File: src/rtl/gpio_edge_irq_pkg.sv
// GPIO edge interrupt: shared constants.
// Register offsets and debounce default.
package gpio_edge_irq_pkg;

  localparam logic [3:0] IER_OFF  = 4'h0;
  localparam logic [3:0] RISE_OFF = 4'h4;
  localparam logic [3:0] FALL_OFF = 4'h8;
  localparam logic [3:0] ISR_OFF  = 4'hC;

  localparam logic [1:0] IDX_IER  = IER_OFF[3:2];
  localparam logic [1:0] IDX_RISE = RISE_OFF[3:2];
  localparam logic [1:0] IDX_FALL = FALL_OFF[3:2];
  localparam logic [1:0] IDX_ISR  = ISR_OFF[3:2];

  localparam int DEB_CNT_DEF = 4;

endpackage

File: src/rtl/gpio_in_filter.sv
// One pin: 2-flop synchronizer, debounce
// counter and edge strobes for din changes.
module gpio_in_filter #(
  parameter int DEB_CNT = 4
) (
  input  logic PCLK,
  input  logic PRESET,
  input  logic pin_in,
  output logic din,
  output logic rise,
  output logic fall
);

  localparam logic [7:0] LAST = 8'(DEB_CNT - 1);

  logic       sync1_q, sync1_d;
  logic       s_q, s_d;
  logic       din_q, din_d;
  logic [7:0] cnt_q, cnt_d;

  // Accept s only after it disagrees with din for DEB_CNT edges.
  always_comb begin
    sync1_d = pin_in;
    s_d     = sync1_q;
    din_d   = din_q;
    cnt_d   = cnt_q;
    if (s_q == din_q) begin
      cnt_d = '0;
    end else if (cnt_q == LAST) begin
      din_d = s_q;
      cnt_d = '0;
    end else begin
      cnt_d = 8'(cnt_q + 8'd1);
    end
  end

  // Synchronizer, filtered value and counter state.
  always_ff @(posedge PCLK or posedge PRESET) begin
    if (PRESET) begin
      sync1_q <= 1'b0;
      s_q     <= 1'b0;
      din_q   <= 1'b0;
      cnt_q   <= '0;
    end else begin
      sync1_q <= sync1_d;
      s_q     <= s_d;
      din_q   <= din_d;
      cnt_q   <= cnt_d;
    end
  end

  assign din  = din_q;
  assign rise = din_d & ~din_q;
  assign fall = ~din_d & din_q;

endmodule

File: src/rtl/gpio_edge_irq.sv
// GPIO edge interrupt block with APB regs:
// IER, RISE, FALL and W1C status ISR.
module gpio_edge_irq
  import gpio_edge_irq_pkg::*;
#(
  parameter int W       = 8,
  parameter int DEB_CNT = DEB_CNT_DEF
) (
  input  logic          PCLK,
  input  logic          PRESET,
  input  logic [3:0]    PADDR,
  input  logic          PWRITE,
  input  logic          PENABLE,
  input  logic [31:0]   PWDATA,
  input  logic          PSEL,
  output logic [31:0]   PRDATA,
  output logic          PREADY,
  input  logic [W-1:0]  pin_in,
  output logic [W-1:0]  din,
  output logic          irq
);

  logic [W-1:0] rise_ev, fall_ev;

  logic [W-1:0] ier_q, ier_d;
  logic [W-1:0] rise_en_q, rise_en_d;
  logic [W-1:0] fall_en_q, fall_en_d;
  logic [W-1:0] isr_q, isr_d;
  logic [31:0]  prdata_q, prdata_d;
  logic         pready_q, pready_d;

  logic         acc, wr, rd;
  logic [W-1:0] clr, set;
  logic [W-1:0] wdat;
  logic         unused_ok;

  for (genvar i = 0; i < W; i++) begin : g_pin
    gpio_in_filter #(
      .DEB_CNT(DEB_CNT)
    ) u_filt (
      .PCLK  (PCLK),
      .PRESET(PRESET),
      .pin_in(pin_in[i]),
      .din   (din[i]),
      .rise  (rise_ev[i]),
      .fall  (fall_ev[i])
    );
  end

  assign acc  = PSEL & PENABLE & ~pready_q;
  assign wr   = acc & PWRITE;
  assign rd   = acc & ~PWRITE;
  assign wdat = PWDATA[W-1:0];
  assign set  = (rise_ev & rise_en_q)
              | (fall_ev & fall_en_q);

  assign unused_ok = ^{PADDR[1:0], PWDATA};

  // Register writes, W1C with set priority, read capture.
  always_comb begin
    ier_d     = ier_q;
    rise_en_d = rise_en_q;
    fall_en_d = fall_en_q;
    clr       = '0;
    prdata_d  = prdata_q;
    pready_d  = acc;
    if (wr) begin
      unique case (PADDR[3:2])
        IDX_IER:  ier_d     = wdat;
        IDX_RISE: rise_en_d = wdat;
        IDX_FALL: fall_en_d = wdat;
        IDX_ISR:  clr       = wdat;
        default:  clr       = '0;
      endcase
    end
    if (rd) begin
      prdata_d = '0;
      unique case (PADDR[3:2])
        IDX_IER:  prdata_d[W-1:0] = ier_q;
        IDX_RISE: prdata_d[W-1:0] = rise_en_q;
        IDX_FALL: prdata_d[W-1:0] = fall_en_q;
        IDX_ISR:  prdata_d[W-1:0] = isr_q;
        default:  prdata_d = '0;
      endcase
    end
    isr_d = (isr_q & ~clr) | set;
  end

  // Register file and APB response state.
  always_ff @(posedge PCLK or posedge PRESET) begin
    if (PRESET) begin
      ier_q     <= '0;
      rise_en_q <= '0;
      fall_en_q <= '0;
      isr_q     <= '0;
      prdata_q  <= '0;
      pready_q  <= 1'b0;
    end else begin
      ier_q     <= ier_d;
      rise_en_q <= rise_en_d;
      fall_en_q <= fall_en_d;
      isr_q     <= isr_d;
      prdata_q  <= prdata_d;
      pready_q  <= pready_d;
    end
  end

  assign PRDATA = prdata_q;
  assign PREADY = pready_q;
  assign irq    = |(isr_q & ier_q);

endmodule

File: config.mk
export PLATFORM = sky130hd
export DESIGN_NAME = gpio_edge_irq
export DESIGN_NICKNAME = d
export VERILOG_FILES = /design/src/rtl/gpio_edge_irq_pkg.sv /design/src/rtl/gpio_in_filter.sv /design/src/rtl/gpio_edge_irq.sv
export SDC_FILE = /design/constraint.sdc
export NUM_CORES = 1
export LEC_CHECK = 0
export BUFFER_PORTS_ARGS = -buffer_cell sky130_fd_sc_hd__buf_2
export CORE_ASPECT_RATIO = 0.75
export CORE_MARGIN = 3
export CORE_UTILIZATION = 35
export CTS_CLUSTER_SIZE = 40
export DETAILED_ROUTE_END_ITERATION = 8
export PLACE_DENSITY = 0.56
export SKIP_LAST_GASP = 1
export SLEW_MARGIN = 10
export SYNTH_ARGS = -nofsm -noshare
export SYNTH_HDL_FRONTEND = slang
export SYNTH_SLANG_ARGS = --single-unit
File: constraint.sdc
create_clock -name PCLK -period 4.8 [get_ports PCLK]
set_input_delay 0.48 -clock PCLK [delete_from_list [all_inputs] [get_ports PCLK]]
set_output_delay 0.48 -clock PCLK [all_outputs]
set_load 0.01 [all_outputs]
Word-level counts from Yosys, hierarchy flattened
Cells that the tools add are included.
{ "totals": {"reg_bits": 129, "inputBits": 49, "output_inout_bits": 42} }
{ "op_classes": {"n_addsub": 8, "n_eq_ne": 19, "mux": 35, "bitwise_logic": 45, "reduce_logical": 5} }
{ "op_table": {"columns": ["op", "n"], "rows": [
  ["8-bit 2-to-1 mux", 18],
  ["8-bit by 1-bit adder with 8-bit output (second input constant)", 8],
  ["8-bit by 2-bit == test with 1-bit output (second input constant)", 8],
  ["8-bit AND", 4],
  ["8-bit case mux with 4 select lines", 1],
  ["1-bit AND", 20],
  ["1-bit NOT", 18],
  ["1-bit 2-to-1 mux", 16],
  ["8-bit bitwise OR", 2],
  ["1-bit == test", 8],
  ["8-bit NOT", 1],
  ["8-bit OR reduction", 1],
  ["2-bit AND reduction", 3],
  ["2-bit == test (second input constant)", 2],
  ["2-bit by 1-bit == test with 1-bit output (second input constant)", 1],
  ["2-bit zero test", 1]
]} }

Depth between registers and ports, before layout
Gate-level depths: netlist of run 1.
{ "logic_depth": {"word_depth": 8, "mapped_depth": 5, "mapped_depth_nobuf": 4} }

Hierarchy
A second synthesis of run 1 with hierarchy kept.
{ "hier_totals": {"hier_cells": 525, "hier_area_um2": 6188.4} }
{ "modules_own_cells": {"columns": ["mod", "instances", "cells_per_inst", "area_per_inst_um2"], "rows": [
  ["gpio_in_filter", 8, 46, 513.0],
  ["gpio_edge_irq", 1, 157, 2084.5]
]} }

Least setup slack after synthesis of run 1
OpenSTA, ideal clock, no wires.
{ "synth_timing": {"path_kind": "input port to flip-flop", "startpoint": "input port PADDR[2]", "endpoint": "register prdata_q[0], in the netlist PRDATA[0]", "setup_time_ns": 0.125, "arrival_time_ns": 1.540, "setup_slack_ns": 3.136, "cell_stages": 4, "path_buffers": 2, "path_cell_list": "buf_4 > buf_1 > mux4_2 > mux2_2"} }
{ "synth_via": {"elab_chain_len": 2, "elab_cells_between_ends": 5, "classes_between": "eq/ne (3); mux (1); reduce/logical (1)"} }
{ "synth_lines": {"columns": ["item", "line_no", "source"], "rows": [
  ["start: declaration", "gpio_edge_irq.sv:11", "input logic [3:0] PADDR,"],
  ["2-bit == test (tied with other cells)", "gpio_edge_irq.sv:78", "unique case (PADDR[3:2])"],
  ["8-bit case mux with 4 select lines *", "gpio_edge_irq.sv:78", null],
  ["end signal: assignment", "gpio_edge_irq.sv:103", "prdata_q <= prdata_d;"],
  ["end: declaration", "gpio_edge_irq.sv:29", "logic [31:0] prdata_q, prdata_d;"]
]} }
Mark *: on every way between the ends. The rest lies on a longest branch, timed or not.
A chain may end at the register's enable or synchronous reset.

Final worst setup path of run 1
{ "layout_timing": {"startpoint": "register pready_q, in the netlist PREADY", "endpoint": "register rise_en_q[4]"} }
{ "layout_via": {"elab_chain_len": 4} }
{ "layout_lines": {"columns": ["item", "line_no", "source"], "rows": [
  ["start: declaration", "gpio_edge_irq.sv:30", "logic pready_q, pready_d;"],
  ["start signal: assignment", "gpio_edge_irq.sv:104", "pready_q <= pready_d;"],
  ["1-bit NOT", "gpio_edge_irq.sv:50", "assign acc = PSEL & PENABLE & ~pready_q;"],
  ["1-bit AND", "gpio_edge_irq.sv:50", null],
  ["1-bit AND", "gpio_edge_irq.sv:51", "assign wr = acc & PWRITE;"],
  ["2-bit AND reduction (no line)", null, null],
  ["end signal: assignment", "gpio_edge_irq.sv:100", "rise_en_q <= rise_en_d;"],
  ["end: declaration", "gpio_edge_irq.sv:26", "logic [W-1:0] rise_en_q, rise_en_d;"]
]} }
Every way passes these cells.

==> impl_metrics.yaml, run 1 <==
logic_synthesis:
  async_flop_share_pct: 100
  postSynthCellCount: 518
  yosysWarnings: 0
  synthTopCellsByArea: "dfrtp_1 (54%), mux2_2 (6.0%), buf_4 (4.1%), o21ai_0 (3.7%), xor2_1 (3.5%)"
  yosysSeqAreaShare_pct: 53.9
  synth.distinct_cells: 36
  synth-seq-cells: 129
  synth_edf_count: 0
  syn_area_per_cell_sq_um: 11.6
  synth_top_cell_by_area: "dfrtp_1"
  synthDominantCellAreaShare_pct: 53.9
  ys.flop_type: "dfrtp_1"
  synth_common_cells: "dfrtp_1 (129), o21ai_0 (44), buf_4 (33), nor2_1 (33)"
  synth.most_common_cell: "dfrtp_1"
  synth_area_sq_um: 5990
timing:
  finalSetupTns_ns: 0
  relSlewSlack_pct: 34.1
  drv_slew: 0
  period_needed_ns: 2.01
  period_share_pct: 41.9
  grt_setup_unrepaired: "false"
  fin_skew_ns: 0.00541
  worst_slew_pin_slew_ns: 0.984
  whs_ns: 0.160
  layout_setup_ws_ns: 2.79
  max_freq_mhz: 497
  hold_viol: 0
  finalSetupViolations: 0
route:
  dr_wl_met2_microns: 5370
  routedWlPerCell_microns: 15.1
  viasPerCell: 5.01
  top_layer: "met5"
  drt_iter0_drc: 164
  met1_length_microns: 5810
  first_pass_iters: 5
  drc: 0
  final_antenna_net_count: 0
  num_vias: 3945
  wl_met3_microns: 554
  wirelength_microns: 11900
pwr:
  power.leakage_nw: 3.02
  seq_power_share_pct: 43.7
  power.total_mw: 3.49
  swShare_pct: 29.0
  peakVddDrop_mv: 0.202
  power_density_nw_per_um2: 509
  cell_internal_pwr_mw: 2.48
  clkPwrFrac_pct: 36.3
  combPwrFrac_pct: 20.0
  p_switching_mw: 1.01
floorplanning:
  die_x_microns: 157
  dieArea_sq_um: 18700
  start_util_pct: 36.6
  die_h_microns: 119
  io_pins: 91
  core_sq_um: 16400
  fp-row-count: 40
setup_path:
  cp_slowest_cell: "nor3b_2"
  crit_path_cell_trace: "nand4b_4 -> nor3b_2 -> mux2_2"
  cp_top_family: "simple AND/OR/NAND/NOR gates"
  crit_path_end_kind: "flop"
  crit_buf_inv: 0
  worst-path-max-fanout: 11
  crit_required_ns: 5.09
  critPathKind: "reg -> reg"
  crit_arrival_ns: 2.31
  reg2reg_setup_slack_ns: 2.79
  setup.worst_path.start_class: "flop"
  worst_path_largest_cell_delay_ns: 0.73
outcome:
  status: "finished clean"
cells_and_area:
  nFillCells: 1535
  design_area_sq_um: 6870
  nets: 622
  post-route-util_pct: 42.0
  drive_gt1_share_pct: 22.7
  area_growth_pct: 14.7
  instances_no_fill: 788
place:
  port_buffers: 40
  hpwl_microns: 8260
  place_area_sq_um: 6280
  dp_slack_ns: 2.60
  place_inst: 756
  gp_congestion: 0.776
clocking:
  hold_buffers: 0
  worstSkewPairLatency_ns: 0.41
  numCtsBuffers: 17
  clk_path_buf_depth: 2
  h-tree-depth: 4
  clock-root-buffer: "clkbuf_16"
  cts_resized: 0
  post_cts_buffers: 0
  clkSinkCount: 129
  path_clk_slew_ns: 0.05
  cts_tree: "done"
global_route:
  grt_pass1_wl_microns: 20300
  grt_overflow: 0
  antenna_found_initial: 1
  grt_max_degree: 51
  grt_usage_pct: 13.7
  grt_pass1_vias: 4046
run:
  max_cap_viol_count: 0
min_path:
  holdCritPathClass: "in -> async"
[worst register-to-register path: stages (launching register included)]
cell      delay (ns)
dfrtp_1         0.41
nand4b_4        0.34
nor3b_2         0.73
mux2_2          0.41
[sequential cells by signal, indices dropped and copies added (netlist names)]
register            count
g_pin.u_filt.cnt_q     64
PRDATA                  8
fall_en_q               8
g_pin.u_filt.din        8
g_pin.u_filt.s_d        8
g_pin.u_filt.s_q        8
ier_q                   8
isr_q                   8
rise_en_q               8
PREADY                  1
[power by group through the flow]
stage | clock [mW] | combinational (mW) | sequential (mW)
global route | 1.36 | 0.798 | 1.56
CTS | 1.31 | 0.714 | 1.53
floorplan | 0 | 0.562 | 1.49
detailed placement | 0 | 0.708 | 1.54
global placement | 0 | 0.690 | 1.54
finish | 1.27 | 0.700 | 1.53
[cell families after synthesis]
family                   Yosys count  share of synthesized area [%]
AO/OA/AOI/OAI                    100                           9.07
XOR/XNOR                          34                           4.97
adder cells (fa/ha/maj)            8                           1.67
buffers and inverters             46                           5.12
flip-flops                       129                           53.9
multiplexers                      40                           9.03
other                              1                         0.0626
AND/OR/NAND/NOR                  160                           16.1
[worst paths after layout]
check	startpoint	to	cells past startpoint
max in group asynchronous	PRESET	g_pin[2].u_filt.cnt_q[3]$_DFF_PP0_	3
worst min-delay path	PRESET	isr_q[7]$_DFF_PP0_	2
worst max register to register	PREADY$_DFF_PP0_	rise_en_q[4]$_DFFE_PP0P_	3
worst max-delay path	PREADY$_DFF_PP0_	rise_en_q[4]$_DFFE_PP0P_	3
min in group PCLK	pin_in[7]	g_pin[7].u_filt.s_d$_DFF_PP0_	1
worst min register to register	g_pin[7].u_filt.s_d$_DFF_PP0_	g_pin[7].u_filt.s_q$_DFF_PP0_	0
[cell type report]
| class | instances | area (sq um) | area share (%) |
|---|---|---|---|
| clock buffers | 26 | 509 | 7.42 |
| inverters | 9 | 36.3 | 0.528 |
| multi-input cells | 366 | 2540 | 37.0 |
| repair buffers | 42 | 215 | 3.13 |
| clock inverters | 5 | 75.1 | 1.09 |
| well taps | 210 | 263 | 3.83 |
| flip-flops and latches | 129 | 3230 | 47.0 |
| diodes | 1 | 2.50 | 0.0364 |
[cells in the final DEF, fill, tap and decap left out, types with 5 or more instances in the layout]
master and instances:
a21oi_1 24, a31oi_1 8, and3b_1 8, buf_2 40, clkbuf_16 17, clkbuf_8 5
conb_1 24, dfrtp_1 129, ha_1 8, inv_1 8, mux2_2 32, mux4_2 8
nand2_1 17, nand3_1 32, nand4_1 9, nor2_1 33, o21ai_0 44, o21ai_1 14
o21ai_2 6, or3_1 30, or4b_4 6, xnor2_1 10, xor2_1 24
[routing by layer]
layer  up-vias  GRT usage [%]
met4         2           4.76
met5         -              0
met1      1950           18.9
li1       1915              -
met3        12           4.58
met2        66           20.2
(Power assumes the default switching activity.)
==> run 2: changes to the inputs <==
Settings changed: ABC_AREA set to 1, PLACE_DENSITY 0.56 to 0.55.
Clock period 4.8 ns to 2 ns, I/O delays scaled along.
==> run 2 against run 1 <==
Die area grew 6.0%; design area is 8.8% higher; via count grew 25%; final cell count increased by 44%; register-to-register slack lost 2.2 ns; sequential share of layout area decreased by 3.8 points; global-route usage rose by 0.85 points; synthesized cell count up 59%; critical path type is now reg -> out; critical endpoint is now irq; largest cell class unchanged; highest routed layer unchanged.
==> impl_metrics.yaml, run 2 <==
pwr:
  power_density_nw_per_um2: 1120
  peakVddDrop_mv: 0.444
  power.leakage_nw: 3.66
route:
  drc: 0
  routedWlPerCell_microns: 11.7
  viasPerCell: 4.34
  drt_iter0_drc: 228
  first_pass_iters: 5
  final_antenna_net_count: 0
  wirelength_microns: 13300
  num_vias: 4931
cells_and_area:
  final_cell_mix: "nand2_1 (281), nor2_1 (137), dfrtp_1 (129)"
  largest_register_ffs: 64
  drive_gt1_share_pct: 9.74
  regMostFlops: "g_pin.u_filt.cnt_q"
  design_area_sq_um: 7470
  post-route-util_pct: 42.1
  antenna_cells: 0
  nets: 937
  final_common_cell: "nand2_1"
  area_growth_pct: 17.4
timing:
  hold_viol: 0
  whs_ns: 0.0252
  period_needed_ns: 1.53
  period_share_pct: 76.7
  finalSetupTns_ns: 0
  finalSetupViolations: 0
  grt_setup_unrepaired: "false"
  max_freq_mhz: 652
  fin_skew_ns: 0.00553
  drv_slew: 0
logic_synthesis:
  ys.flop_type: "dfrtp_1"
  synth.distinct_cells: 24
  synth_area_sq_um: 6360
  synth_edf_count: 0
  synth_common_cells: "nand2_1 (281), nor2_1 (137), dfrtp_1 (129), inv_1 (75), nand3_1 (67)"
  synth.most_common_cell: "nand2_1"
  syn_area_per_cell_sq_um: 7.74
  synthTopCellsByArea: "dfrtp_1 (51%), nand2_1 (17%), nor2_1 (8.1%), nand3_1 (5.3%), inv_1 (4.4%)"
  async_flop_share_pct: 100
  synth-seq-cells: 129
  postSynthCellCount: 822
  synthDominantCellAreaShare_pct: 50.7
  synth_top_cell_by_area: "dfrtp_1"
  yosysSeqAreaShare_pct: 50.7
  yosysWarnings: 0
clocking:
  worstSkewPairLatency_ns: 0.42
  clock-root-buffer: "clkbuf_16"
  clkSinkCount: 129
  post_cts_buffers: 0
  numCtsBuffers: 17
  cts_tree: "done"
  path_clk_slew_ns: 0.06
  hold_buffers: 9
  cts_resized: 0
  clk_path_buf_depth: 2
  h-tree-depth: 4
global_route:
  antenna_found_initial: 3
  grt_max_degree: 58
  grt_pass1_vias: 4738
  grt_usage_pct: 14.6
  grt_pass1_wl_microns: 22800
  grt_overflow: 0
setup_path:
  reg2reg_setup_slack_ns: 0.61
  crit_start: "isr_q[4]$_DFF_PP0_"
  r2r-start: "PREADY$_DFF_PP0_"
  crit_arrival_ns: 1.33
  critPathKind: "reg -> out"
  crit_path_cell_trace: "nand2_1 -> nand3_1 -> nor2_1 -> nand4_1 -> buf_2"
  cp_slowest_cell: "dfrtp_1"
  crit_buf_inv: 1
  crit_required_ns: 1.80
  worst_path_largest_cell_delay_ns: 0.40
  worst-path-max-fanout: 3
  crit_path_end_kind: "output port"
  cp_top_family: "flip-flops"
  setup.worst_path.start_class: "flop"
floorplanning:
  dieArea_sq_um: 19900
  fp-row-count: 42
  die_x_microns: 162
  start_util_pct: 35.8
  die_h_microns: 123
  io_pins: 91
  core_sq_um: 17800
place:
  port_buffers: 40
  gp_congestion: 0.799
  hpwl_microns: 9500
  place_area_sq_um: 6730
min_path:
  hold_start: "PWDATA[0]"
  holdCritPathClass: "in -> reg"
run:
  max_cap_viol_count: 0
outcome:
  status: "finished clean"
==> run 2: cell types whose count changed after synthesis, moves of 19 or more <==
cell	delta
a21oi_1	-19
inv_1	+66
mux2_2	-32
nand2_1	+264
nand3_1	+35
nor2_1	+104
o21ai_0	-22
or3_1	-30
==> run 2: logic make-up after synthesis <==
group	share of synthesized area [%]
AO/OA/AOI/OAI	4.07
XOR/XNOR	2.48
adder cells (fa/ha/maj)	1.57
buffers and inverters	9.02
flip-flops	50.7
other	0.0589
AND/OR/NAND/NOR	32.1
==> run 2: worst paths after layout <==
path	to	cells past startpoint
max	irq	5
min	fall_en_q[0]$_DFFE_PP0P_	3
max reg2reg	fall_en_q[2]$_DFFE_PP0P_	4
min reg2reg	g_pin[2].u_filt.s_q$_DFF_PP0_	0
max in group asynchronous	g_pin[0].u_filt.cnt_q[5]$_DFF_PP0_	4
min in group asynchronous	g_pin[6].u_filt.cnt_q[1]$_DFF_PP0_	3
==> run 2: layout make-up <==
type                    count  area [sq um]
inverters                  79           300
multi-input cells         599          2650
fillers                  1825         10300
clock buffers              19           443
well taps                 242           303
clock inverters            13           209
flip-flops and latches    129          3230
repair buffers             54           340
==> run 2: layer usage <==
| layer | wire [microns] | global-route usage, % |
|---|---|---|
| met4 | 254 | 7.09 |
| met2 | 5670 | 21.6 |
| met3 | 528 | 3.54 |
| met5 | 34 | 0 |
| met1 | 6780 | 20.1 |
==> run 2: report_power, final <==
| part | internal (mW) | switching, mW | total [mW] | leakage, nW |
|---|---|---|---|---|
| Sequential | 3.08 | 0.454 | 3.53 | 1.67 |
| Clock | 2.25 | 1.18 | 3.42 | 0.310 |
| Combinational | 0.546 | 0.903 | 1.45 | 1.68 |
| Total | 5.87 | 2.53 | 8.40 | 3.66 |
==> run 2: worst min-delay path, stage by stage <==
cell,delay (ns)
buf_2,0.11
nand2_1,0.06
nand2_1,0.05
==> run 2: metrics by stage <==
stage | total power, mW | worst slack (ns) | std cells
2_1_floorplan | 4.63 | 0.205 | 845
3_3_place_gp | 5.01 | 0.536 | 1094
3_5_place_dp | 5.03 | 0.509 | 1094
4_1_cts | 8.52 | 0.447 | 1135
5_1_grt | 8.95 | 0.372 | 1135
6_report | 8.40 | 0.465 | 1135
==> run 3: changes to the inputs <==
Settings changed: PLACE_DENSITY 0.55 to 0.57.
Clock period 2 ns to 1.2 ns, I/O delays scaled along.
==> run 3 against run 2 <==
The run now ends with negative setup slack left; largest cell class unchanged; register-to-register slack worse by 0.60 ns; sequential power is 63% higher; critical path type unchanged; highest routed layer is now met4; global-route usage increased by 0.74 points; wire length up 7.4%; via count grew 5.9%; first-iteration DRC count rose by 37%; die area stayed put; worst setup slack lost 0.69 ns.
==> impl_metrics.yaml, run 3 (same netlist as run 2, synthesis figures left out) <==
outcome:
  status: "finished with violations"
  failed_checks: "negative setup slack"
route:
  drt_iter0_drc: 312
  drc: 0
  routedWlPerCell_microns: 11.7
  final_antenna_net_count: 0
  first_pass_iters: 5
  num_vias: 5224
  viasPerCell: 4.30
  wirelength_microns: 14200
floorplanning:
  die_x_microns: 162
  core_sq_um: 17800
  fp-row-count: 42
  dieArea_sq_um: 19900
  start_util_pct: 35.8
  die_h_microns: 123
  io_pins: 91
pwr:
  p_switching_mw: 4.41
  power_density_nw_per_um2: 1730
  power.leakage_nw: 4.07
  combPwrFrac_pct: 23.7
  cell_internal_pwr_mw: 9.89
  seq_power_share_pct: 40.4
  swShare_pct: 30.8
  clkPwrFrac_pct: 35.9
  peakVddDrop_mv: 0.636
setup_path:
  r2r-start: "PREADY$_DFF_PP0_"
  cp_slowest_cell: "dfrtp_1"
  crit_required_ns: 1.08
  worst_path_largest_cell_delay_ns: 0.40
  setup.worst_path.start_class: "flop"
  crit_arrival_ns: 1.31
  worst-path-max-fanout: 2
  crit_path_cell_trace: "nand2_1 -> nand3_1 -> nor2_1 -> nand4_1 -> buf_2"
  critPathKind: "reg -> out"
  timing.rr.end: "ier_q[2]$_DFFE_PP0P_"
  crit_start: "isr_q[7]$_DFF_PP0_"
  ff2ff_path_depth: 6
  crit_path_end_kind: "output port"
  reg2reg_setup_slack_ns: 0.01
clocking:
  path_clk_slew_ns: 0.06
  clk_path_buf_depth: 2
  cts_tree: "done"
  worstSkewPairLatency_ns: 0.42
  clock-root-buffer: "clkbuf_16"
  clkSinkCount: 129
  h-tree-depth: 4
  numCtsBuffers: 17
global_route:
  grt_max_degree: 27
  grt_usage_pct: 15.3
  grt_overflow: 0
  grt_pass1_wl_microns: 24100
  grt_pass1_vias: 4945
  antenna_found_initial: 1
min_path:
  holdCritPathClass: "in -> reg"
  whs_endpoint: "PREADY$_DFF_PP0_"
  hold_start: "PENABLE"
  hold_path_depth: 4
cells_and_area:
  final-seq-area_sq_um: 3230
  nFillCells: 1748
  multi_input_area_sq_um: 2800
  area_growth_pct: 29.9
  post-route-util_pct: 46.6
  final_common_cell: "nand2_1"
  nets: 1017
  regMostFlops: "g_pin.u_filt.cnt_q"
  drive_gt1_share_pct: 20.1
  final_cell_mix: "nand2_1 (266), dfrtp_1 (129), nor2_1 (125)"
  largest_register_ffs: 64
timing:
  fin_skew_ns: 0.00991
  finalSetupViolations: 1
  grt_setup_unrepaired: "true"
  period_needed_ns: 1.43
  drv_slew: 0
  layout_setup_ws_ns: -0.227
  hold_viol: 0
  period_share_pct: 119
  max_freq_mhz: 701
place:
  dp_slack_ns: -0.00629
  gp_congestion: 0.834
  port_buffers: 40
  hpwl_microns: 10300
run:
  max_cap_viol_count: 0
[run 3: layer usage]
layer,up-vias,track usage (%),wire length [microns]
met4,0,5.33,105
met3,7,4.01,494
met1,2374,22.0,7420
met5,-,0,0
met2,60,22.4,6220
li1,2783,-,-
[run 3: worst max-delay path by stage]
stage                                 end  slack, ns  depth (start not counted)
detailed placement  PRDATA[3]$_DFFE_PP0P_     -0.006                          6
finish                                irq      -0.23                          5
global route                          irq      -0.35                          5
CTS                                   irq      -0.29                          5
floorplan           PRDATA[0]$_DFFE_PP0P_      -0.52                          1
global placement    PRDATA[3]$_DFFE_PP0P_      0.008                          6
[run 3: critical path, delay by kind of cell (launching register included)]
kind                   cells  cell delay, ns
flip-flops                 1            0.40
buffers and inverters      1            0.16
AND/OR/NAND/NOR            4            0.32
[run 3: cell type report]
type	count	area share, %
clock buffer	23	5.78
multi-input combinational	599	33.9
inverter	79	3.63
sequential	129	39.0
timing repair buffer	134	12.7
clock inverter	9	1.29
antenna	1	0.0303
tap	242	3.66
[run 3: power by group through the flow]
stage / Sequential [mW] / Combinational (mW) / Clock, mW
final: 5.77 / 3.39 / 5.13
after global routing: 5.90 / 3.93 / 5.47
after CTS: 5.73 / 3.29 / 5.26
after floorplan: 5.75 / 1.97 / 0
after detailed placement: 5.81 / 3.13 / 0
after global placement: 5.81 / 3.10 / 0
[run 3: through the flow]
| stage | cells | setup TNS (ns) | cell area, sq um | power (mW) | hold WS [ns] |
|---|---|---|---|---|---|
| 2_1_floorplan | 845 | -66.47 | 6450 | 7.72 | 0.151 |
| 3_3_place_gp | 1158 | 0 | 7280 | 8.91 | 0.159 |
| 3_5_place_dp | 1158 | -0.0139 | 7280 | 8.94 | 0.157 |
| 4_1_cts | 1211 | -0.289 | 8090 | 14.3 | 0.178 |
| 5_1_grt | 1216 | -1.28 | 8270 | 15.3 | 0.167 |
| 6_report | 1216 | -0.227 | 8270 | 14.3 | 0.166 |
[run 3: what timing repair did]
action                                  4_1_cts  5_1_grt
hold buffers                                 17        0
endpoints found under the setup margin       19       66
gates resized for setup                       7       47
pin swaps                                     1       21
endpoints found under the hold margin        36        0
setup buffers                                 4        4
cloned                                        0        0
